`config.mk`:
```
export PLATFORM = sky130hd
export DESIGN_NAME = cache_control
export DESIGN_NICKNAME = d
export VERILOG_FILES = /design/src/rtl/cache_types_pkg.sv /design/src/rtl/lru_rank_table.sv /design/src/rtl/cache_control.sv
export SDC_FILE = /design/constraint.sdc
export NUM_CORES = 1
export LEC_CHECK = 0
export CORE_MARGIN = 4
export CORE_UTILIZATION = 46
export CTS_CLUSTER_SIZE = 25
export DETAILED_ROUTE_END_ITERATION = 8
export MAX_ROUTING_LAYER = met4
export PLACE_DENSITY = 0.76
export SLEW_MARGIN = 10
export SYNTH_ARGS = -nofsm -noshare
export SYNTH_HDL_FRONTEND = slang
export SYNTH_HIERARCHICAL = 1
export SYNTH_SLANG_ARGS = --single-unit
```
`constraint.sdc`:
```
create_clock -name clk -period 1.9 [get_ports clk]
set_input_delay 0.38 -clock clk [delete_from_list [all_inputs] [get_ports clk]]
set_output_delay 0.38 -clock clk [all_outputs]
set_load 0.03 [all_outputs]
```
`src/rtl/cache_types_pkg.sv`:
```
// Shared types for the cache controller: FSM states and datapath write-source codes.
package cache_types_pkg;

    typedef enum logic [1:0] {
        IDLE      = 2'b00,
        CHECK     = 2'b01,
        WRITEBACK = 2'b10,
        FILL      = 2'b11
    } state_t;

    typedef enum logic [1:0] {
        WR_FILL = 2'b00,
        WR_CPU  = 2'b01,
        WR_NONE = 2'b10
    } writing_t;

endpackage

```
`src/rtl/lru_rank_table.sv`:
```
// Per-set true-LRU rank registers; rank 0 is most recent, rank NUM_WAYS-1 is the LRU way.
module lru_rank_table
    import cache_types_pkg::*;
#(
    parameter int unsigned NUM_WAYS   = 2,
    parameter int unsigned WAYS_LOG_2 = $clog2(NUM_WAYS),
    parameter int unsigned NUM_SETS   = 8,
    parameter int unsigned SET_BITS   = $clog2(NUM_SETS)
) (
    input  logic                  clk,
    input  logic                  rst,
    input  logic [SET_BITS-1:0]   rd_set,
    output logic [WAYS_LOG_2-1:0] lru_way,
    input  logic                  upd_en,
    input  logic [SET_BITS-1:0]   upd_set,
    input  logic [WAYS_LOG_2-1:0] upd_way
);

    logic [WAYS_LOG_2-1:0] rank_q [NUM_SETS][NUM_WAYS];
    logic [WAYS_LOG_2-1:0] rank_d [NUM_SETS][NUM_WAYS];
    logic [WAYS_LOG_2-1:0] hit_rank;

    // Promote the touched way to rank 0 and age only the ways that were more recent than it.
    always_comb begin
        rank_d   = rank_q;
        hit_rank = rank_q[upd_set][upd_way];
        if (upd_en) begin
            for (int unsigned w = 0; w < NUM_WAYS; w++) begin
                if (WAYS_LOG_2'(w) == upd_way) begin
                    rank_d[upd_set][w] = '0;
                end else if (rank_q[upd_set][w] < hit_rank) begin
                    rank_d[upd_set][w] = rank_q[upd_set][w] + WAYS_LOG_2'(1);
                end
            end
        end
    end

    always_ff @(posedge clk or negedge rst) begin
        if (!rst) begin
            for (int unsigned s = 0; s < NUM_SETS; s++) begin
                for (int unsigned w = 0; w < NUM_WAYS; w++) begin
                    rank_q[s][w] <= WAYS_LOG_2'(w);
                end
            end
        end else begin
            rank_q <= rank_d;
        end
    end

    always_comb begin
        lru_way = '0;
        for (int unsigned w = 0; w < NUM_WAYS; w++) begin
            if (rank_q[rd_set][w] == WAYS_LOG_2'(NUM_WAYS - 1)) begin
                lru_way = WAYS_LOG_2'(w);
            end
        end
    end

endmodule

```
`src/rtl/cache_control.sv`:
```
// Cache controller FSM: hit check, dirty-victim writeback and line fill for an N-way cache.
module cache_control
    import cache_types_pkg::*;
#(
    parameter int unsigned NUM_WAYS   = 2,
    parameter int unsigned WAYS_LOG_2 = $clog2(NUM_WAYS),
    parameter int unsigned NUM_SETS   = 8,
    parameter int unsigned SET_BITS   = $clog2(NUM_SETS)
) (
    input  logic                  clk,
    input  logic                  rst,
    input  logic                  mem_read,
    input  logic                  mem_write,
    output logic                  mem_resp,
    output logic                  pmem_read,
    output logic                  pmem_write,
    input  logic                  pmem_resp,
    input  logic [SET_BITS-1:0]   set_index,
    input  logic                  hit,
    input  logic [WAYS_LOG_2-1:0] hit_way,
    input  logic [NUM_WAYS-1:0]   valid_vec,
    input  logic [NUM_WAYS-1:0]   dirty_vec,
    output logic [WAYS_LOG_2-1:0] way_sel,
    output logic [NUM_WAYS-1:0]   tag_load,
    output logic [NUM_WAYS-1:0]   valid_load,
    output logic [NUM_WAYS-1:0]   dirty_load,
    output logic                  dirty_in,
    output logic [1:0]            writing,
    output logic                  addr_sel
);

    state_t                state_q, state_d;
    logic [WAYS_LOG_2-1:0] victim_q, victim_d;
    logic [WAYS_LOG_2-1:0] lru_way;
    logic [WAYS_LOG_2-1:0] miss_victim;
    logic                  found_invalid;
    logic                  lru_upd_en;
    logic [NUM_WAYS-1:0]   hit_oh;
    logic [NUM_WAYS-1:0]   victim_oh;

    lru_rank_table #(
        .NUM_WAYS  (NUM_WAYS),
        .WAYS_LOG_2(WAYS_LOG_2),
        .NUM_SETS  (NUM_SETS),
        .SET_BITS  (SET_BITS)
    ) u_lru (
        .clk    (clk),
        .rst    (rst),
        .rd_set (set_index),
        .lru_way(lru_way),
        .upd_en (lru_upd_en),
        .upd_set(set_index),
        .upd_way(hit_way)
    );

    assign hit_oh    = NUM_WAYS'(1) << hit_way;
    assign victim_oh = NUM_WAYS'(1) << victim_q;

    // An empty way always wins over evicting the LRU line.
    always_comb begin
        miss_victim   = lru_way;
        found_invalid = 1'b0;
        for (int unsigned w = 0; w < NUM_WAYS; w++) begin
            if (!found_invalid && !valid_vec[w]) begin
                miss_victim   = WAYS_LOG_2'(w);
                found_invalid = 1'b1;
            end
        end
    end

    always_ff @(posedge clk or negedge rst) begin
        if (!rst) begin
            state_q  <= IDLE;
            victim_q <= '0;
        end else begin
            state_q  <= state_d;
            victim_q <= victim_d;
        end
    end

    always_comb begin
        state_d    = state_q;
        victim_d   = victim_q;
        lru_upd_en = 1'b0;
        mem_resp   = 1'b0;
        pmem_read  = 1'b0;
        pmem_write = 1'b0;
        way_sel    = '0;
        tag_load   = '0;
        valid_load = '0;
        dirty_load = '0;
        dirty_in   = 1'b0;
        writing    = WR_NONE;
        addr_sel   = 1'b0;

        unique case (state_q)
            IDLE: begin
                if (mem_read || mem_write) begin
                    state_d = CHECK;
                end
            end

            CHECK: begin
                if (hit) begin
                    way_sel    = hit_way;
                    mem_resp   = 1'b1;
                    lru_upd_en = 1'b1;
                    // A simultaneous read and write request is served as a write.
                    if (mem_write) begin
                        writing    = WR_CPU;
                        dirty_load = hit_oh;
                        dirty_in   = 1'b1;
                    end
                    state_d = IDLE;
                end else begin
                    victim_d = miss_victim;
                    if (valid_vec[miss_victim] && dirty_vec[miss_victim]) begin
                        state_d = WRITEBACK;
                    end else begin
                        state_d = FILL;
                    end
                end
            end

            WRITEBACK: begin
                way_sel    = victim_q;
                addr_sel   = 1'b1;
                pmem_write = 1'b1;
                if (pmem_resp) begin
                    state_d = FILL;
                end
            end

            FILL: begin
                way_sel   = victim_q;
                pmem_read = 1'b1;
                if (pmem_resp) begin
                    writing    = WR_FILL;
                    tag_load   = victim_oh;
                    valid_load = victim_oh;
                    dirty_load = victim_oh;
                    state_d    = CHECK;
                end
            end

            default: begin
                state_d = IDLE;
            end
        endcase
    end

endmodule

```
# Yosys cells after proc, flatten, opt, wreduce, memory -nomap -nowiden
# Index checks and enable logic that the tools add are counted.
# totals
reg_bits	19
input_bits	14
output_inout_bits	14
elab_cells	98
# classes
add_sub_neg	2
n_lt_le_gt_ge	6
n_eq_ne	6
n_shift	2
muxes	48
bitwise	7
n_reduce_logical	9
# op_table
op	count
$mux W16	5
$and A16 B16 Y16	2
$bwmux W16	2
$not A16 Y16	2
$mux W2	14
$mux W1	20
$demux W2 S3	2
$pmux W2 S2	2
$pmux W2 S4	1
$bmux W2 S3	1
$ne A2 B2 Y1 const B	3
$eq A2 B2 Y1 const B	2
$ge A4 B4 Y1 const B	1
$lt A4 B1 Y1 const B	1
$not A3 Y4	1
$shl A1 B1 Y2 const A	2
$logic_and A1 B1 Y1	3
$reduce_and A3 Y1	1
$add A1 B1 Y1 const B	2
$eq A2 B1 Y1 const B	1
$ge A2 B2 Y1 const B	1
$logic_not A2 Y1	1
$lt A1 B1 Y1	2
$lt A1 B2 Y1 const B	1
7 further kinds	7

# Depth between registers and ports, before layout
# logic_depth
depth_word	14
depth_mapped	7
ltp_nobuf	6

# Modules after synthesis
# Netlist, hierarchy kept.
# by_module_without_submodules
mod	instances	cells_each	area_per_inst_um2	seq_area_each_um2
lru_rank_table	1	87	997.2	410.4
cache_control	1	46	375.4	75.1

# Worst setup path before layout
# OpenSTA, ideal clock, no wires.
# synth_path
path_kind	flip-flop to flip-flop
start	register state_q[1]
end	register u_lru/rank_q[14] (netlist name)
setup_ns	0.097
t_arrival_ns	2.095
required_time_ns	1.803
slack_ns	-0.292
stages_incl_launch_ff	7
path_buffers	1
synth_period_minus_slack_ns	2.192
path_cell_list	dfrtp_1 inv_1 ha_1 and2_1 or3b_2 clkbuf_1 o41ai_2
# synth_between
elab_chain_len	2
# synth_rtl
element	line	source
from (decl)	cache_control.sv:32	state_t state_q, state_d;
from (signal assigned)	cache_control.sv:76	state_q <= state_d;
$eq A2 B1 Y1	--	
$mux W1	--	
via mem_resp	cache_control.sv:14	output logic mem_resp,
to (signal, indexed assignment)	lru_rank_table.sv:42	rank_q[s][w] <= WAYS_LOG_2'(w);
to (signal assigned)	lru_rank_table.sv:46	rank_q <= rank_d;
to (decl)	lru_rank_table.sv:19	logic [WAYS_LOG_2-1:0] rank_q [NUM_SETS][NUM_WAYS];
# The timed path passes the listed nets, and every way through them passes these cells.
# A chain may end at the register's enable or synchronous reset.

# Final worst setup path
# layout_path
start	register state_q[1]
end	output dirty_load[1]
# layout_between
elab_chain_len	2
word_cells_on_any_way	3
cone_classes	2 x eq/ne; 1 x mux
# layout_rtl
element	line	source
$eq A2 B2 Y1 / $eq A2 B1 Y1 (equally long branches)	cache_control.sv:96	unique case (state_q)
$pmux W2 S2 (*)	cache_control.sv:96	
to (decl)	cache_control.sv:26	output logic [NUM_WAYS-1:0] dirty_load,
# Mark *: on every way between the ends. The rest lies on a longest branch, timed or not.

==> flow_metrics.py <==
metrics = {
    "clock_tree": {
        "cts_max_level": 1,
        "cts.sink_count": 19,
        "cts_tree": "done",
        "holdBufCountCts": 0,
        "clock_path_buffers": 2,
        "cts_buffers": 3,
        "clock_latency_ps": 290,
        "root_buffer": "clkbuf_4",
        "clk_pin_slew_worst_paths_ps": 110,
    },
    "die": {
        "dieArea_mm2": 0.00392,
        "die-width_um": 62.6,
        "die_h_um": 62.6,
        "core_mm2": 0.00281,
        "initial_core_util_pct": 48.9,
        "fp-row-count": 19,
        "io_pins": 28,
    },
    "status": {
        "violations": "negative setup slack",
        "run_status": "finished with violations",
    },
    "worst_setup_path": {
        "end_kind": "primary output",
        "cp_max_fo": 5,
        "cp_slowest_cell": "dfrtp_1",
        "cp_top_family": "flip-flops",
        "worst-r2r-cell-count": 5,
        "cp.depth": 7,
        "crit_type": "reg2out",
        "cp_data_required_time_ps": 1520,
        "worst_path_most_repeated_cell": "inv_2",
        "crit_chain": "inv_2 > ha_2 > and2_4 > nand2_4 > inv_2 > a21o_4 > buf_6",
        "arrival_ps": 1540,
        "path_buf_inv": 3,
        "cp-start-kind": "flip-flop",
        "critical-path-max-stage-delay_ps": 410,
    },
    "sta": {
        "fin_tns_setup_ps": -18.1,
        "period_share_pct": 101,
        "min_period_ps": 1920,
        "fin_skew_ps": 6.57,
        "setup_slack_ps": -18.1,
        "maxSlewViolCount": 0,
        "fmax_mhz": 521,
        "setup_violations": 1,
        "rsz0062_at_grt": "yes",
        "tightestPinTransition_ps": 397,
        "slew_headroom_pct": 73.4,
        "hold_viol": 0,
    },
    "place": {
        "hpwl_mm": 2.78,
        "port_buffers": 27,
        "gp_congestion": 0.935,
    },
    "route": {
        "drtPass1Iterations": 4,
        "vias_per_cell": 5.99,
        "ant_nets": 0,
        "routed_wl_mm": 3.65,
        "wl_per_cell_um": 17.5,
        "drtIter0Drc": 53,
        "vias": 1246,
        "post-route-drc-count": 0,
    },
    "synth": {
        "synth_seq_area_share_pct": 35.4,
        "syn_area_per_cell_um2": 10.3,
        "synth_edf_count": 0,
        "synthArstFlopShare_pct": 100,
        "yosysTopAreaCell": "dfrtp_1",
        "synth_fp_nets": 152,
        "synth_seq_cells": 19,
        "synth_cell_types": 38,
        "ys.warnings.count": 6,
        "netlist_top_cells_area": "dfrtp_1 (20%), dfstp_2 (15%), mux4_2 (6.6%), o31ai_1 (6.6%), mux2i_1 (5.1%)",
        "synth-main-ff-cell": "dfrtp_1",
        "synth_cells": 133,
        "yosysTopAreaCellShare_pct": 20.1,
        "synth_area_mm2": 0.00137,
    },
    "final_layout": {
        "antenna_cells": 0,
        "nFillCells": 212,
        "layout-drive-gt1-share_pct": 45.2,
        "final_common_cell": "buf_4",
        "ff_latch_area_um2": 487,
        "final_cell_mix": "buf_4 (27), o21ai_0 (12), clkdlybuf4s50_1 (11), dfrtp_1 (10), o31ai_1 (9)",
        "multi_input_area_um2": 902,
        "nNetsFinal": 197,
        "area_delta_synth_final_pct": 36.8,
    },
    "global_routing": {
        "grt_max_degree": 20,
        "grt_pass1_wl_mm": 6.08,
        "antenna_found_initial": 0,
        "grt.overflow.total": 0,
        "grt_pass1_vias": 1258,
        "grtUsageTotal_pct": 19.9,
    },
    "min_path": {
        "hold_path_class": "in2async",
    },
    "flow_run": {
        "drv_cap": 0,
    },
    "power_and_ir_drop": {
        "peakVddDrop_mv": 0.707,
        "total_power_mw": 1.82,
        "p_leak_nw": 0.820,
        "pwr_density_cell_mw_per_mm2": 968,
    },
}
repair_timing:
| action | in CTS | in global routing |
|---|---|---|
| resized for setup | 24 | 6 |
| pin swaps | 7 | 2 |
| buffers inserted | 1 | 0 |
| endpoints found under the setup margin | 18 | 8 |
flip-flops by register name (all words and copies together) (netlist names):
name and cells:
state_q 2, u_lru/rank_q 16, victim_q 1
logic make-up (layout without fill, tap and decap cells):
group | after synthesis | count (layout) | synth area share (%)
AO/OA/AOI/OAI | 45 | 45 | 22.9
adder cells (fa/ha/maj) | 5 | 5 | 4.56
buffers and inverters | 12 | 56 | 4.65
flip-flops | 19 | 19 | 35.4
multiplexers | 18 | 18 | 18.0
AND/OR/NAND/NOR | 34 | 34 | 14.6
path summary, 6_finish.rpt:
path,startpoint,endpoint,slack (ps)
worst max-delay path,state_q[1],dirty_load[1],-20
worst min-delay path,rst,u_lru/rank_q[13],400
worst max register to register,u_lru/rank_q[0],state_q[0],70
worst min register to register,u_lru/rank_q[2],u_lru/rank_q[2],500
max in group asynchronous,rst,u_lru/rank_q[10],1230
min in group clk,u_lru/rank_q[2],u_lru/rank_q[2],500
cells in the mapped netlist (2+ instances only):
master	count
a21o_1	2
a21oi_1	2
and2_1	2
buf_4	3
clkbuf_1	4
dfrtp_1	11
dfstp_2	8
ha_1	5
inv_1	4
mux2_2	5
mux2_4	2
mux2i_1	7
mux4_2	4
nand2_1	8
nand2b_1	6
nand3_1	3
nand3b_1	2
nor2b_1	4
o21ai_0	14
o21ai_1	6
o31ai_1	12
o41ai_2	2
or2_2	2
layer usage:
layer | part of all wire [%] | up-vias | GRT usage [%]
met4 | 1.5 | 0 | 5.79
li1 | - | 591 | -
met3 | 5.5 | 6 | 3.78
met1 | 42 | 612 | 22.7
met2 | 51 | 37 | 35.4
met5 | 0 | - | -
where the power goes:
| group | switching [mW] | internal, mW |
|---|---|---|
| registers | 0.0899 | 0.530 |
| logic | 0.529 | 0.468 |
| clock network | 0.119 | 0.0816 |
per-stage QoR:
stage / hold slack (ps) / util (%) / instances / area, um^2 / setup WS, ps
6_report: 403 / 66.9 / 208 / 1880 / -18.1
5_1_grt: 422 / 66.9 / 208 / 1880 / -97.0
4_1_cts: 408 / 66.5 / 208 / 1860 / -26.9
3_5_place_dp: 491 / 63.5 / 204 / 1780 / -587
3_3_place_gp: 486 / 63.5 / 204 / 1780 / -519
2_1_floorplan: 84.4 / - / 133 / 1390 / -18.6
cell type report:
type                    count  area share, %
multi-input cells         102           48.0
inverters                   4          0.799
repair buffers             48           21.8
well taps                  31           2.07
flip-flops and latches     19           25.9
clock buffers               4           1.40
worst register-to-register path: cells and delay by family, from the launching register on:
kind,cells,cell delay (ps)
flip-flops,1,390
AO/OA/AOI/OAI,2,460
AND/OR/NAND/NOR,1,170
multiplexers,2,730
Note: power is estimated with default switching activity, not from simulation.
